$ cat src/rtl/uart_transmitter.sv
// UART transmitter: one-entry holding buffer fed by a valid/ready handshake,
// serialising 8-bit LSB-first frames with optional parity and 1 or 2 stop bits.
// Bit period is comp+1 clk cycles. comp is read live.
//
// state     | meaning
// ----------+-----------------------------------------------------------
// ST_IDLE   | line idle high, waiting for the holding buffer to fill
// ST_START  | start bit (0)
// ST_DATA   | 8 data bits, LSB first, bit_idx counts 0..7
// ST_PARITY | parity bit (only reached when PARITY_EN=1)
// ST_STOP   | STOP_BITS stop bits (1)

module uart_transmitter #(
   parameter int unsigned PARITY_EN  = 0,
   parameter int unsigned PARITY_ODD = 0,
   parameter int unsigned STOP_BITS  = 1
) (
   input  logic        clk,
   input  logic        rstn,
   input  logic        tr_en,
   input  logic [15:0] comp,
   input  logic [7:0]  tx_data,
   input  logic        tx_valid,
   output logic        tx_ready,
   output logic        tx_busy,
   output logic        tx_done,
   output logic        uart_tx
);

   typedef enum logic [2:0] {
      ST_IDLE,
      ST_START,
      ST_DATA,
      ST_PARITY,
      ST_STOP
   } state_t;

   localparam logic PAR_ON   = (PARITY_EN != 0);
   localparam logic PAR_ODD  = (PARITY_ODD != 0);
   localparam logic TWO_STOP = (STOP_BITS == 2);

   state_t      state_q, state_d;
   logic [15:0] baud_cnt_q, baud_cnt_d;
   logic [2:0]  bit_idx_q, bit_idx_d;
   logic        stop_cnt_q, stop_cnt_d;
   logic [7:0]  shift_q, shift_d;
   logic        parity_q, parity_d;
   logic [7:0]  hold_q, hold_d;
   logic        hold_full_q, hold_full_d;
   logic        tx_q, tx_d;

   logic        accept;
   logic        bit_end;
   logic        last_stop;
   logic        load;

   // Ready is gated by rstn so it reads 0 for the whole reset window.
   assign tx_ready  = rstn && tr_en && !hold_full_q;
   assign accept    = tx_valid && tx_ready;
   // >= rather than == so a mid-frame comp decrease can never strand the counter.
   assign bit_end   = (state_q != ST_IDLE) && (baud_cnt_q >= comp);
   assign last_stop = !TWO_STOP || stop_cnt_q;
   // Done is gated by tr_en so an abort landing on the final cycle reports nothing.
   assign tx_done   = tr_en && (state_q == ST_STOP) && bit_end && last_stop;
   assign tx_busy   = (state_q != ST_IDLE);
   assign uart_tx   = tx_q;

   // Next-state, counters, holding buffer and next line value.
   always_comb begin
      state_d     = state_q;
      baud_cnt_d  = baud_cnt_q;
      bit_idx_d   = bit_idx_q;
      stop_cnt_d  = stop_cnt_q;
      shift_d     = shift_q;
      parity_d    = parity_q;
      hold_d      = hold_q;
      hold_full_d = hold_full_q;
      load        = 1'b0;
      tx_d        = 1'b1;

      if (state_q != ST_IDLE) begin
         baud_cnt_d = bit_end ? 16'd0 : baud_cnt_q + 16'd1;
      end

      if (accept) begin
         hold_d      = tx_data;
         hold_full_d = 1'b1;
      end

      case (state_q)
         ST_IDLE: begin
            if (hold_full_q) begin
               load = 1'b1;
            end
         end
         ST_START: begin
            if (bit_end) begin
               state_d   = ST_DATA;
               bit_idx_d = 3'd0;
            end
         end
         ST_DATA: begin
            if (bit_end) begin
               shift_d = {1'b0, shift_q[7:1]};
               if (bit_idx_q == 3'd7) begin
                  stop_cnt_d = 1'b0;
                  if (PAR_ON) begin
                     state_d = ST_PARITY;
                  end else begin
                     state_d = ST_STOP;
                  end
               end else begin
                  bit_idx_d = bit_idx_q + 3'd1;
               end
            end
         end
         ST_PARITY: begin
            if (bit_end) begin
               state_d    = ST_STOP;
               stop_cnt_d = 1'b0;
            end
         end
         ST_STOP: begin
            if (bit_end) begin
               if (last_stop) begin
                  // A waiting byte starts immediately, keeping frames gapless.
                  if (hold_full_q) begin
                     load = 1'b1;
                  end else begin
                     state_d = ST_IDLE;
                  end
               end else begin
                  stop_cnt_d = 1'b1;
               end
            end
         end
         default: state_d = ST_IDLE;
      endcase

      if (load) begin
         state_d     = ST_START;
         shift_d     = hold_q;
         parity_d    = (^hold_q) ^ PAR_ODD;
         hold_full_d = 1'b0;
         bit_idx_d   = 3'd0;
         stop_cnt_d  = 1'b0;
      end

      if (!tr_en) begin
         state_d     = ST_IDLE;
         baud_cnt_d  = 16'd0;
         bit_idx_d   = 3'd0;
         stop_cnt_d  = 1'b0;
         hold_full_d = 1'b0;
      end

      case (state_d)
         ST_START:  tx_d = 1'b0;
         ST_DATA:   tx_d = shift_d[0];
         ST_PARITY: tx_d = parity_q;
         default:   tx_d = 1'b1;
      endcase
   end

   // State, counters and registered line output.
   always_ff @(posedge clk or negedge rstn) begin
      if (!rstn) begin
         state_q     <= ST_IDLE;
         baud_cnt_q  <= 16'd0;
         bit_idx_q   <= 3'd0;
         stop_cnt_q  <= 1'b0;
         shift_q     <= 8'd0;
         parity_q    <= 1'b0;
         hold_q      <= 8'd0;
         hold_full_q <= 1'b0;
         tx_q        <= 1'b1;
      end else begin
         state_q     <= state_d;
         baud_cnt_q  <= baud_cnt_d;
         bit_idx_q   <= bit_idx_d;
         stop_cnt_q  <= stop_cnt_d;
         shift_q     <= shift_d;
         parity_q    <= parity_d;
         hold_q      <= hold_d;
         hold_full_q <= hold_full_d;
         tx_q        <= tx_d;
      end
   end

endmodule

$ cat config.mk
export PLATFORM = sky130hd
export DESIGN_NAME = uart_transmitter
export DESIGN_NICKNAME = d
export VERILOG_FILES = /design/src/rtl/uart_transmitter.sv
export SDC_FILE = /design/constraint.sdc
export NUM_CORES = 1
export LEC_CHECK = 0
export CAP_MARGIN = 20
export CORE_MARGIN = 2
export CORE_UTILIZATION = 35
export CTS_BUF_LIST = sky130_fd_sc_hd__clkbuf_4 sky130_fd_sc_hd__clkbuf_8
export CTS_CLUSTER_DIAMETER = 100
export DETAILED_ROUTE_END_ITERATION = 10
export PLACE_DENSITY = 0.61
export SETUP_SLACK_MARGIN = 0.2
export SLEW_MARGIN = 20
export SYNTH_ARGS = -nofsm -noshare
export SYNTH_HDL_FRONTEND = slang
export SYNTH_SLANG_ARGS = --single-unit
$ cat constraint.sdc
create_clock -name clk -period 3 [get_ports clk]
set_input_delay 0.6 -clock clk [delete_from_list [all_inputs] [get_ports clk]]
set_output_delay 0.6 -clock clk [all_outputs]
set_load 0.005 [all_outputs]
==> results.sh, run 1 <==
export IMPL_vias=2026
export IMPL_setup_viol=0
export IMPL_antennaDiodeCount=0
export IMPL_grt_pass1_wl_um=9260
export IMPL_initial_core_util=0.361
export IMPL_hold_viol=0
export IMPL_h_tree_depth=2
export IMPL_fp_row_count=30
export IMPL_dpl_cell_area_sq_um=2990
export IMPL_syn_area_sq_um=2440
export IMPL_dr_pass1_iters=5
export IMPL_globalplace_congestion=0.741
export IMPL_vias_per_cell=5.17
export IMPL_die_area_sq_um=7650
export IMPL_synthTopCellsByCount="40 x dfrtp_1, 26 x nor2_1, 20 x inv_1"
export IMPL_synth_simple_gate_area_frac=0.173
export IMPL_final_area_sq_um=3320
export IMPL_cp_arrival_ns=2.14
export IMPL_ir_worst_vdd_uv=414
export IMPL_final_antenna_net_count=0
export IMPL_clockRootBuffer="clkbuf_8"
export IMPL_power_leakage_nw=1.50
export IMPL_r2r_end="shift_q[5]"
export IMPL_worst_path_max_fanout=6
export IMPL_hold_slack_ns=0.396
export IMPL_syn_inst=249
export IMPL_synth_seq_cells=41
export IMPL_clock_sinks=41
export IMPL_cts_buffers=5
export IMPL_synthMuxAreaShare=0.0595
export IMPL_tns_ns=0
export IMPL_fin_ws_ns=0.258
export IMPL_synth_edff_count=0
export IMPL_synthXorXnorAreaFrac=0.0718
export IMPL_critPathRequiredTime_ns=2.40
export IMPL_grt_pass1_vias=1968
export IMPL_synthDistinctLibCells=43
export IMPL_syn_nets=296
export IMPL_synth_avg_cell_area_sq_um=9.79
export IMPL_core_area_sq_um=6760
export IMPL_drtIter0Drc=90
export IMPL_clock_path_buffers=2
export IMPL_synth_top_family_by_area="simple AND/OR/NAND/NOR gates"
export IMPL_synth_main_ff_cell="dfrtp_1"
export IMPL_area_growth_pct=36.0
export IMPL_clkLatencyLatePin_ns=0.29
export IMPL_worstMarginPinSlew_ns=0.580
export IMPL_fin_crit_sh=0.914
export IMPL_max_stage_delay_ns=0.65
export IMPL_crit_start="tr_en"
export IMPL_crit_family="buffers and inverters"
export IMPL_powerDensity_nw_per_um2=406
export IMPL_critPathBufInv=2
export IMPL_drv_cap=0
export IMPL_cts_tree="built"
export IMPL_r2r_cells=10
export IMPL_worst_setup_path_start_kind="primary input"
export IMPL_max_freq_mhz=365
export IMPL_worstSetupEndpointType="primary output"
export IMPL_port_buffers=31
export IMPL_r2r_slack_ns=0.36
export IMPL_rsz0062_at_grt="no"
export IMPL_nFillCells=647
export IMPL_dr_wl_met3_um=189
export IMPL_track_usage=0.152
export IMPL_preCtsSetupSlack_ns=-0.492
export IMPL_cpMaxStageDelayCell="clkdlybuf4s50_1"
export IMPL_drv_slew=0
export IMPL_yosysMostFrequentCell="dfrtp_1"
export IMPL_dp_hpwl_um=3830
export IMPL_synth_top_area_share=0.410
export IMPL_antenna_found_initial=0
export IMPL_die_h_um=87.5
export IMPL_final_util=0.491
export IMPL_worstPathCellList="clkdlybuf4s50_1 -> nand2_1 -> nor2_1 -> clkdlybuf4s50_1"
export IMPL_fin_skew_ns=0.00669
export IMPL_hold_class="primary input to async pin"
export IMPL_synth_compound_area_share=0.134
export IMPL_routed_wl_um=5400
export IMPL_ys_seq_area_frac=0.421
export IMPL_worst_path_most_repeated_cell="clkdlybuf4s50_1"
export IMPL_wl_per_cell_um=13.8
export IMPL_synth_top_area_cell="dfrtp_1"
export IMPL_path_clk_slew_ns=0.08
export IMPL_worstSetupPathType="primary input to primary output"
export IMPL_drive_gt1_frac=0.324
export IMPL_grt_max_degree=42
export IMPL_grt_ovfl_total=0
export IMPL_highest_layer="met4"
export IMPL_die_width_um=87.5
export IMPL_wl_met2_um=2670
export IMPL_r2r_start="baud_cnt_q[2]"
export IMPL_slew_headroom=0.609
export IMPL_finalWorstPathRequiredPeriod_ns=2.74
export IMPL_synth_area_leaders="dfrtp_1 41%, ha_1 9.7%, mux2_2 5.5%, nor2_1 4.0%, xnor2_1 4.0%"
export IMPL_synth_warnings=0
export IMPL_nets=358
export IMPL_async_reset_ff_frac=1.00
export IMPL_drc=0
export IMPL_drt_met1_wl_um=2520
export IMPL_status="complete, no violations"
export IMPL_synthAdderAreaFrac=0.0975
export IMPL_io_pins=32
[stage by stage]
step / power [mW] / std cells
global route: 1.43 / 392
global placement: 0.971 / 376
detailed placement: 0.982 / 376
finish: 1.35 / 392
floorplan: 0.875 / 249
CTS: 1.36 / 390
[layer usage]
metal / GRT usage / vias to the layer above
met5: 0 / -
met4: 0.0280 / 0
met3: 0.0313 / 2
met2: 0.260 / 43
met1: 0.201 / 976
li1: - / 1005
[kinds of logic (layout without fill, tap and decap cells)]
kind of cell / after synthesis / after routing
xor+xnor: 20 / 20
fa+ha+maj: 19 / 19
flops: 41 / 41
buf+inv: 27 / 90
simple gates: 86 / 86
compound gates: 43 / 43
mux: 13 / 13
[repair_timing]
action | CTS | global route
gates resized for setup | 53 | 23
cloned | 0 | 0
setup endpoints to repair | 14 | 8
setup buffers | 6 | 2
hold buffers | 0 | 0
pin swaps | 24 | 10
[placed cells by master (no fill, tap or decap), drive strengths merged, types with 7 or more instances in the layout]
master / n
xor2: 9
nor2: 26
clkbuf: 10
clkdlybuf4s50: 13
a21oi: 12
inv: 20
dfrtp: 40
ha: 19
and3: 7
o21ai: 7
nand3: 8
xnor2: 11
nor3: 9
dlygate4sd2: 8
nand2: 16
buf: 33
mux2: 12
[area by class of cell]
class / instances / area [sq um] / share of cell area
clock buffers: 5 / 68.8 / 0.0208
clock inverters: 3 / 17.5 / 0.00528
inverters: 20 / 75.1 / 0.0226
multi-input cells: 181 / 1510 / 0.455
flip-flops and latches: 41 / 1030 / 0.311
well taps: 80 / 100 / 0.0302
repair buffers: 62 / 515 / 0.155
[sequential cells by signal, summed over array words and instances, names as in the netlist]
name	count
baud_cnt_q	16
hold_q	8
shift_q	8
bit_idx_q	3
state_q	3
hold_full_q	1
parity_q	1
uart_tx	1
[worst max path at each step]
stage	cells past startpoint	slack [ns]	to
final	4	0.26	tx_ready
after global routing	7	0.20	tx_done
after CTS	10	0.22	tx_done
after detailed placement	9	-0.49	tx_done
after global placement	9	-0.52	tx_done
after floorplan	8	0.30	tx_done
[report_power, final]
group | internal [mW] | switching (mW) | leakage (nW)
registers | 0.636 | 0.0596 | 0.520
clock network | 0.161 | 0.202 | 0.0439
logic | 0.176 | 0.111 | 0.934
total | 0.974 | 0.373 | 1.50
(Power assumes the default switching activity.)
==> inputs of run 2 (changes only) <==
- CORE_UTILIZATION: 35 -> 55
- PLACE_DENSITY: 0.61 -> 0.86
==> run 2 against run 1 <==
Effect of this change:
- final area down 1.4%
- via count up 2.2%
- global-route usage up 7.9 points
- combinational power is 2% higher
- power down 0.11%
- setup slack got worse by 0.011 ns
- non-clock buffer count down 6
- critical path type unchanged
- critical endpoint is now tx_done
- highest routed layer unchanged
==> results.sh, run 2 (synthesis results as in run 1) <==
export IMPL_final_util=0.756
export IMPL_cts_tree="built"
export IMPL_fin_crit_sh=0.918
export IMPL_power_frac_clock=0.264
export IMPL_vias_per_cell=5.78
export IMPL_drtIter0Drc=109
export IMPL_cpMaxStageDelayCell="a211o_1"
export IMPL_h_tree_depth=2
export IMPL_dp_hpwl_um=3820
export IMPL_ir_worst_vdd_uv=288
export IMPL_final_cell_mix="39 x dfrtp_1, 26 x nor2_1, 23 x buf_4, 14 x nand2_1, 13 x clkdlybuf4s50_1"
export IMPL_clkLatencyLatePin_ns=0.30
export IMPL_area_growth_pct=34.0
export IMPL_internal_power_mw=0.974
export IMPL_worstMarginPinSlew_ns=0.514
export IMPL_max_freq_mhz=363
export IMPL_worstPathCellList="clkdlybuf4s15_1 -> inv_2 -> ha_4 -> a211o_1 -> a31oi_4 -> o221ai_4 -> a211oi_4 -> nor2_1 -> buf_2"
export IMPL_clock_path_buffers=2
export IMPL_drive_gt1_frac=0.284
export IMPL_io_pins=32
export IMPL_fin_ws_ns=0.246
export IMPL_critPathRequiredTime_ns=2.40
export IMPL_fin_skew_ns=0.00583
export IMPL_p_switching_mw=0.371
export IMPL_nets=352
export IMPL_slew_headroom=0.658
export IMPL_initial_core_util=0.564
export IMPL_powerDensity_nw_per_um2=412
export IMPL_final_instance_count_excl_fill=358
export IMPL_preCtsSetupSlack_ns=-0.454
export IMPL_ctsHoldBuffers=0
export IMPL_dr_pass1_iters=4
export IMPL_dpl_cell_area_sq_um=2940
export IMPL_routed_wl_um=5660
export IMPL_hold_viol=0
export IMPL_port_buffers=31
export IMPL_grt_pass1_wl_um=9080
export IMPL_cts_buffers=5
export IMPL_antennaDiodeCount=0
export IMPL_final_area_sq_um=3270
export IMPL_status="complete, no violations"
export IMPL_drc=0
export IMPL_fp_row_count=24
export IMPL_rsz0062_at_grt="no"
export IMPL_die_h_um=70.6
export IMPL_max_stage_delay_ns=0.33
export IMPL_wl_per_cell_um=15.8
export IMPL_final_antenna_net_count=0
export IMPL_worst_path_max_fanout=2
export IMPL_finalWorstPathRequiredPeriod_ns=2.75
export IMPL_antenna_found_initial=0
export IMPL_top_register="baud_cnt_q"
export IMPL_globalplace_congestion=0.838
export IMPL_switching_share=0.276
export IMPL_grt_ovfl_total=0
export IMPL_dp_cells=346
export IMPL_drv_cap=0
export IMPL_die_area_sq_um=4980
export IMPL_die_width_um=70.6
export IMPL_cp_arrival_ns=2.15
export IMPL_track_usage=0.231
export IMPL_power_leakage_nw=1.54
export IMPL_worstSetupEndpointType="primary output"
export IMPL_clock_sinks=41
export IMPL_power_frac_comb=0.218
export IMPL_worst_setup_path_start_kind="primary input"
export IMPL_drv_slew=0
export IMPL_grt_pass1_vias=2076
export IMPL_clockRootBuffer="clkbuf_8"
export IMPL_top_regs="baud_cnt_q: 16 flops, hold_q: 8 flops, shift_q: 8 flops"
export IMPL_vias=2070
export IMPL_largest_reg_flops=16
export IMPL_hold_class="primary input to async pin"
export IMPL_power_frac_seq=0.518
export IMPL_setup_viol=0
export IMPL_core_area_sq_um=4320
export IMPL_grt_max_degree=42
export IMPL_hold_slack_ns=0.407
export IMPL_worstSetupPathType="primary input to primary output"
export IMPL_path_clk_slew_ns=0.08
export IMPL_final_common_cell="dfrtp_1"
run 2: cell count changes in the layout (fill, tap and decap cells not counted), moves of 2 or more:
cell,change
dlymetal6s2s_1,+7
buf_4,-4
clkbuf_2,-4
dlygate4sd2_1,-3
buf_6,-2
dfrtp_1,+2
dfrtp_2,-2
run 2: what timing repair did:
| item | 4_1_cts | 5_1_grt |
|---|---|---|
| setup buffers | 3 | 1 |
| resized for setup | 29 | 36 |
| pin swaps | 17 | 17 |
| setup endpoints to repair | 15 | 11 |
run 2: power groups by stage:
stage	logic [mW]	clock network, mW	registers (mW)
2_1_floorplan	0.188	0	0.687
3_3_place_gp	0.264	0	0.701
3_5_place_dp	0.277	0	0.708
4_1_cts	0.282	0.366	0.696
5_1_grt	0.324	0.391	0.707
6_report	0.293	0.355	0.697
run 2: worst paths after layout:
check / start / to / slack, ns / depth (start not counted)
setup / recovery: comp[2] / tx_done / 0.25 / 9
hold / removal: rstn / baud_cnt_q[3] / 0.41 / 2
setup reg to reg: baud_cnt_q[2] / shift_q[3] / 0.32 / 10
hold reg to reg: shift_q[5] / shift_q[5] / 0.51 / 1
max in group asynchronous: rstn / uart_tx / 2.21 / 2
min in group clk: shift_q[5] / shift_q[5] / 0.51 / 1
run 2: cell type report:
| cell class | instances | area [sq um] |
|---|---|---|
| Fill cell | 303 | 1060 |
| Multi-Input combinational cell | 181 | 1510 |
| Sequential cell | 41 | 1030 |
| Inverter | 20 | 75.1 |
| Clock inverter | 3 | 17.5 |
| Timing Repair Buffer | 56 | 504 |
| Tap cell | 52 | 65.1 |
| Clock buffer | 5 | 68.8 |
run 2: critical path, delay by kind of cell:
family                   cells  cell delay, ns
AND/OR/NAND/NOR              1            0.07
buffers and inverters        3            0.39
adder cells (fa/ha/maj)      1            0.20
AO/OA/AOI/OAI                4            0.89
run 2: stage by stage:
stage          power (mW)  setup TNS (ns)
2_1_floorplan       0.875               0
3_3_place_gp        0.965           -2.76
3_5_place_dp        0.984           -4.75
4_1_cts              1.34               0
5_1_grt              1.42               0
6_report             1.34               0
run 2: layer usage:
layer | GRT usage | routed length, um | vias up
li1 | - | - | 989
met1 | 0.283 | 2390 | 1013
met2 | 0.399 | 2900 | 53
met3 | 0.0484 | 210 | 15
met4 | 0.0943 | 156 | 0
met5 | 0 | 0 | -
